===== src/rtl/dmem_responder_if.sv =====
// Data-memory bus between the CPU MEM stage (master) and the responder (slave).
interface dmem_responder_if;
   logic        MemRe_i;
   logic        MemWr_i;
   logic [31:0] Adr_i;
   logic [31:0] data_i;
   logic [31:0] data_o;
   logic        stall_o;
   logic        ack_o;
   logic        err_o;

   modport master (
      output MemRe_i, MemWr_i, Adr_i, data_i,
      input  data_o, stall_o, ack_o, err_o
   );

   modport slave (
      input  MemRe_i, MemWr_i, Adr_i, data_i,
      output data_o, stall_o, ack_o, err_o
   );
endinterface


===== src/rtl/dmem_responder.sv =====
// Fixed-latency 32-word data memory with pipeline stall, ack and error strobes.
//
// state | meaning
// IDLE  | waiting for a request; a request stalls the pipe combinationally
// BUSY  | access in flight; counter runs down to 1
// DONE  | one-cycle completion; ack_o (and err_o if illegal) asserted
module dmem_responder #(
   parameter int LATENCY = 4,
   parameter int DEPTH   = 32
) (
   input  logic            clk_i,
   input  logic            rst_i,
   dmem_responder_if.slave bus
);

   localparam int IW = $clog2(DEPTH);

   typedef enum logic [1:0] {
      IDLE = 2'd0,
      BUSY = 2'd1,
      DONE = 2'd2
   } state_t;

   state_t        state;
   logic [3:0]    cnt;
   logic [31:0]   adr_q;
   logic [31:0]   wdata_q;
   logic          re_q;
   logic          we_q;
   logic [31:0]   rdata_q;
   logic          ack_q;
   logic          err_q;
   logic [31:0]   mem [DEPTH];

   logic          req;
   logic          enter_done;
   logic [31:0]   acc_adr;
   logic [31:0]   acc_wdata;
   logic          acc_re;
   logic          acc_we;
   logic          acc_illegal;
   logic [IW-1:0] acc_idx;

   assign req = bus.MemRe_i | bus.MemWr_i;

   // With LATENCY=1 the access completes on the same edge that would latch it,
   // so the completing access is taken from the live inputs in IDLE.
   always_comb begin
      acc_adr   = adr_q;
      acc_wdata = wdata_q;
      acc_re    = re_q;
      acc_we    = we_q;
      if (state == IDLE) begin
         acc_adr   = bus.Adr_i;
         acc_wdata = bus.data_i;
         acc_re    = bus.MemRe_i;
         acc_we    = bus.MemWr_i;
      end
   end

   assign acc_illegal = (acc_adr[1:0] != 2'b00) || (acc_adr[31:IW+2] != '0) ||
                        (acc_re && acc_we);
   assign acc_idx     = acc_adr[IW+1:2];

   assign enter_done = ((state == IDLE) && req && (LATENCY == 1)) ||
                       ((state == BUSY) && (cnt == 4'd1));

   always_ff @(posedge clk_i) begin
      if (!rst_i) begin
         state   <= IDLE;
         cnt     <= 4'd0;
         adr_q   <= 32'd0;
         wdata_q <= 32'd0;
         re_q    <= 1'b0;
         we_q    <= 1'b0;
         rdata_q <= 32'd0;
         ack_q   <= 1'b0;
         err_q   <= 1'b0;
         for (int i = 0; i < DEPTH; i++) begin
            mem[i] <= 32'd0;
         end
      end else begin
         ack_q <= 1'b0;
         err_q <= 1'b0;
         case (state)
            IDLE: begin
               if (req) begin
                  adr_q   <= bus.Adr_i;
                  wdata_q <= bus.data_i;
                  re_q    <= bus.MemRe_i;
                  we_q    <= bus.MemWr_i;
                  cnt     <= 4'(LATENCY - 1);
                  state   <= (LATENCY == 1) ? DONE : BUSY;
               end
            end
            BUSY: begin
               cnt <= cnt - 4'd1;
               if (cnt == 4'd1) begin
                  state <= DONE;
               end
            end
            DONE: begin
               state <= IDLE;
            end
            default: begin
               state <= IDLE;
            end
         endcase

         if (enter_done) begin
            ack_q <= 1'b1;
            err_q <= acc_illegal;
            if (acc_illegal) begin
               rdata_q <= 32'd0;
            end else if (acc_we) begin
               mem[acc_idx] <= acc_wdata;
            end else begin
               rdata_q <= mem[acc_idx];
            end
         end
      end
   end

   // Reset cycles never stall, whatever the request lines are doing.
   assign bus.stall_o = rst_i && (((state == IDLE) && req) || (state == BUSY));
   assign bus.ack_o   = ack_q;
   assign bus.err_o   = err_q;
   assign bus.data_o  = rdata_q;

endmodule


===== src/flat_wrapper.sv =====
// flat-port wrapper written by rule: the top's interface ports become plain ports
module dmem_responder_flat 
#(
   parameter int LATENCY = 4,
   parameter int DEPTH   = 32
)
  (clk_i, rst_i, bus_MemRe_i, bus_MemWr_i, bus_Adr_i, bus_data_i, bus_data_o, bus_stall_o, bus_ack_o, bus_err_o);
  dmem_responder_if bus_i ();
  input  logic clk_i;
  input  logic rst_i;
  input wire logic [$bits(bus_i.MemRe_i)-1:0] bus_MemRe_i;
  input wire logic [$bits(bus_i.MemWr_i)-1:0] bus_MemWr_i;
  input wire logic [$bits(bus_i.Adr_i)-1:0] bus_Adr_i;
  input wire logic [$bits(bus_i.data_i)-1:0] bus_data_i;
  output wire logic [$bits(bus_i.data_o)-1:0] bus_data_o;
  output wire logic [$bits(bus_i.stall_o)-1:0] bus_stall_o;
  output wire logic [$bits(bus_i.ack_o)-1:0] bus_ack_o;
  output wire logic [$bits(bus_i.err_o)-1:0] bus_err_o;
  assign bus_i.MemRe_i = bus_MemRe_i;
  assign bus_i.MemWr_i = bus_MemWr_i;
  assign bus_i.Adr_i = bus_Adr_i;
  assign bus_i.data_i = bus_data_i;
  assign bus_data_o = bus_i.data_o;
  assign bus_stall_o = bus_i.stall_o;
  assign bus_ack_o = bus_i.ack_o;
  assign bus_err_o = bus_i.err_o;
  dmem_responder #(.LATENCY(LATENCY), .DEPTH(DEPTH)) u_core (.clk_i(clk_i), .rst_i(rst_i), .bus(bus_i));
endmodule

===== config.mk =====
export PLATFORM = sky130hd
export DESIGN_NAME = dmem_responder_flat
export DESIGN_NICKNAME = d
export VERILOG_FILES = /design/src/rtl/dmem_responder_if.sv /design/src/rtl/dmem_responder.sv /design/src/flat_wrapper.sv
export SDC_FILE = /design/constraint.sdc
export NUM_CORES = 2
export LEC_CHECK = 0
export ABC_AREA = 1
export CORE_ASPECT_RATIO = 1.75
export CORE_MARGIN = 3
export CORE_UTILIZATION = 57
export CTS_CLUSTER_DIAMETER = 120
export DETAILED_ROUTE_END_ITERATION = 7
export HOLD_SLACK_MARGIN = 0.12
export PLACE_DENSITY = 0.77
export SYNTH_ARGS = -nofsm -noshare
export SYNTH_HDL_FRONTEND = slang
export SYNTH_SLANG_ARGS = --single-unit

===== constraint.sdc =====
create_clock -name clk_i -period 5.7 [get_ports clk_i]
set_clock_uncertainty 0.05 [all_clocks]
set_input_delay 1.71 -clock clk_i [delete_from_list [all_inputs] [get_ports clk_i]]
set_output_delay 1.71 -clock clk_i [all_outputs]
set_load 0.02 [all_outputs]

Word-level counts from Yosys, hierarchy flattened:

Memory sizes are Yosys's and may differ from the RTL's.
Cells that the tools add are included.

* output and inout port bits: 35
* memory bits (writable): 1024
* logic and storage cells: 55
* bits of input ports: 68
* register bits after elaboration: 106
* memories: 1

Memories
* u_core.mem: words 32, bits a word 32, read ports 1, clocked after memory_dff 0, write ports 32, RTL line dmem_responder.sv:33 `logic [31:0] mem [DEPTH];`

* bitwise operators: 1
* add/subtract/negate cells: 1
* eq/ne operators: 5
* reduce and logical (&&, ||, !) cells: 17
* muxes and demuxes: 21

Operators with widths (number)
* $mux 32: 5
* $reduce_or 32->1: 1
* $reduce_bool 25->1: 1
* $mux 1: 10
* $reduce_and 2->1: 5
* $pmux 4 s2: 1
* $mux 5: 1
* $eq 4x1->1 const B: 1
* $logic_and 1x1->1: 4
* $mux 2: 2
* $mux 4: 1
* $ne 2x2->1 const B: 2
* $pmux 2 s2: 1
* $reduce_bool 2->1: 2
* $sub 4x1->4 const B: 1
* $logic_or 1x1->1: 3
* $eq 2x1->1 const B: 1
* $logic_not 2->1: 1
* $ne 2x1->1 const B: 1
* $or 1x1->1: 1

Longest topological paths before layout:

* word-level depth: 11
* depth in mapped cells: 15
* gate-level depth less buffers: 13

Worst setup path after synthesis:

OpenSTA, ideal clock, no wires.

* path kind: input -> register
* start point: input bus_Adr_i[25]
* end point: memory u_core.mem[2][0], enable pin
* setup slack: 0.010 ns
* arrival: 5.175 ns
* path buffers: 1
* library setup time: 0.466 ns
* required time: 5.184 ns
* stages on the path: 12
* cell sequence: inv_1 > nand2_1 > nor3_1 > nand2_1 > nand2_1 > nand2_1 > nor2_2 > nand2_1 > nor2_4 > nand2_1 > clkbuf_1 > o21ai_0

RTL lines
* from (decl): RTL line flat_wrapper.sv:13 `input wire logic [$bits(bus_i.Adr_i)-1:0] bus_Adr_i;`
* to (decl): RTL line dmem_responder.sv:33

Worst setup path after layout:

* start point: input bus_MemWr_i
* end point: output bus_stall_o

* word-level cells in the longest chain between the ends: 4

Ends and longest elaborated chain
* from (decl): RTL line flat_wrapper.sv:12 `input wire logic [$bits(bus_i.MemWr_i)-1:0] bus_MemWr_i;`
* $or 1x1->1: RTL line dmem_responder.sv:44 `assign req = bus.MemRe_i | bus.MemWr_i;`
* $logic_and 1x1->1: RTL line dmem_responder.sv:125 `assign bus.stall_o = rst_i && (((state == IDLE) && req) || (state == BUSY));`
* $logic_or 1x1->1: RTL line dmem_responder.sv:125
* $logic_and 1x1->1: RTL line dmem_responder.sv:125
* to (decl): RTL line flat_wrapper.sv:16 `output wire logic [$bits(bus_i.stall_o)-1:0] bus_stall_o;`

No other way between the ends.

==> metrics.txt <==
CP max FO 3; Leak Pwr 27.2 nW; post-DR wirelength/cell 22.4 um; Antenna Nets Post-Route 0; final worst-path cycle share 90.0%; R2R Path Start u_core.state[0]; largest net degree at the start of global routing 152; Total Power 21.4 mW; post-CTS setup buffer count 0; worst reg-to-reg setup slack 1.33 ns; RSZ-0062 raised after global routing no; hold crit path type register to register; final core utilization 63.3%; RD Place Congestion 0.913; io pins 103; Peak supply drop 230 uV; Chip Width 246 um; CTS Buf Count 99; global-route wire length before repair 273,000 um; CP Data Arrival Time 3.37 ns; routed wire length 182,000 um; H-Tree Depth 3; CTS tree done; clk sink count 1,130; post-synthesis instance total 6,932; Peak Freq 0.195 GHz; end of the worst register-to-register path u_core.mem[27][31]; final setup vio count 0; gr ovfl total 0; Die Y 426 um; average size of a mapped cell 8.27 um^2; # DRC 0; Crit. End Element output port; most common cell after layout, fill and taps aside nand2_1; status complete, no violations; Mapped Area 57,300 um^2; Worst-Margin Slew 1.15 ns; Critical Path Source Type input port; setup tns final 0 ns; n_diodes 0; vias in the first global route 46,300; pwr/cell area 340 nW/um^2; # hold bufs at CTS 0; count of final hold-check violations 0; Die ar. 105,000 um^2; routed via count 47,700; kind of critical path input port to output port; design area 63,100 um^2; antenna violations before repair 0; #FFs+latches synth 1,130; yosys warns 0; Iter 0 DRT Violations 5,830; MaxCap Viol Count 0; Worst slew margin 23.1%; starting density of the core 57.6%; Final Non-Filler Cells 8,123; clk buf depth 3; Period minus WS final 5.13 ns; # rows 153; worst skew pair latency 0.71 ns; Worst EP required 3.94 ns; worst hold path cell count 2; Clock Pin Slew Worst Setup and Hold Paths 0.06 ns; Post-CTS Resized 0; share of cells above drive strength 1 6.22%; Layout area overhead 9.97%; CORE AREA 99,500 um^2; Setup crit end bus_stall_o; vias per cell 5.87; worst reg-to-reg path cell count 8; syn nets 7,002; CP startpoint bus_MemWr_i; drt first pass iters 6; commonest cells after routing, fill and taps aside nand2_1 (2,414), edfxtp_1 (1,024), nor3_1 (1,017); Global Route Usage Sum 34.7%; final net count 6,794; Placed Area 59,900 um^2; CTS root buffer clkbuf_16; Post-Place Cells 7,940; Pins Over Slew Limit 0; # port buffers 102; HPWL after DPL 104,000 um; synth unique cells 28; sequential fraction of the synthesis area 57.3%
final cells by class:
type | instances | area [um^2]
well taps | 1317 | 1650
clock buffers | 131 | 2720
inverters | 998 | 3760
flip-flops and latches | 1130 | 32900
repair buffers | 280 | 2670
fillers | 8021 | 36500
clock inverters | 52 | 459
multi-input cells | 4215 | 18900
layer usage:
| layer | vias to the layer above | track usage (%) | part of all wire, % |
|---|---|---|---|
| li1 | 21700 | - | - |
| met3 | 801 | 5.36 | 10 |
| met1 | 22000 | 39.0 | 32 |
| met5 | - | 0 | 0 |
| met2 | 3128 | 57.5 | 48 |
| met4 | 0 | 29.8 | 10 |
synth_stat cells:
| cell | instances | share of area, % |
|---|---|---|
| o21a_1 | 33 | 0.43 |
| buf_4 | 1 | 0.013 |
| buf_1 | 115 | 0.75 |
| nand2_2 | 4 | 0.044 |
| ha_1 | 2 | 0.044 |
| buf_2 | 104 | 0.91 |
| o21ai_0 | 62 | 0.54 |
| nor2_4 | 2 | 0.039 |
| nor3_1 | 1018 | 8.9 |
| nand2_1 | 2429 | 16 |
| and2_0 | 1 | 0.011 |
| o211ai_1 | 2 | 0.026 |
| edfxtp_1 | 1024 | 54 |
| nand3b_1 | 97 | 1.3 |
| nor3_2 | 11 | 0.19 |
| nand3_1 | 322 | 2.8 |
| inv_2 | 4 | 0.026 |
| a21oi_1 | 44 | 0.38 |
| dfxtp_1 | 106 | 3.7 |
| nor2_1 | 139 | 0.91 |
| clkbuf_1 | 369 | 2.4 |
| o22ai_1 | 37 | 0.40 |
| nor2_2 | 5 | 0.055 |
| o21ai_2 | 4 | 0.061 |
| a311oi_1 | 1 | 0.015 |
| inv_1 | 992 | 6.5 |
| and2_1 | 2 | 0.022 |
| clkinv_1 | 2 | 0.013 |
worst max-delay path: stages:
cell and delay, ns:
clkdlybuf4s50_1 0.49, nor2_1 0.06, inv_1 0.06, nand2_1 0.08, clkinv_1 0.13, nor2_1 0.07, nor2_1 0.15, clkdlybuf4s50_1 0.63
sequential cells by signal (all words and copies together), names as in the netlist:
name	cells
u_core.mem	1024
u_core.adr_q	32
u_core.bus.data_o	32
u_core.wdata_q	32
u_core.cnt	4
u_core.state	2
u_core.bus.ack_o	1
u_core.bus.err_o	1
u_core.re_q	1
u_core.we_q	1
where the power goes:
part           internal (mW)  leakage, nW  switching, mW
Clock                   3.71         1.57           3.06
Sequential              9.31         11.4         0.0921
Combinational           1.20         14.2           4.08
logic make-up after synthesis:
group | synth area share, %
adder cells (fa/ha/maj) | 0.0436
AND/OR/NAND/NOR | 30.1
AO/OA/AOI/OAI | 1.86
buffers and inverters | 10.6
flip-flops | 57.3
stage by stage:
stage,setup WS [ns],hold WS (ns)
final,0.571,0.402
after global routing,0.474,0.428
after CTS,0.577,0.406
after detailed placement,0.588,0.396
after global placement,0.525,0.392
after floorplan,0.00961,0.379
how the worst min path moves through the flow:
stage / from / endpoint
floorplan: u_core.adr_q[21] / u_core.adr_q[21]
global placement: u_core.adr_q[31] / u_core.adr_q[31]
detailed placement: u_core.adr_q[23] / u_core.adr_q[23]
CTS: u_core.adr_q[23] / u_core.adr_q[23]
global route: u_core.adr_q[22] / u_core.adr_q[22]
finish: u_core.adr_q[23] / u_core.adr_q[23]
(Power assumes the default switching activity.)
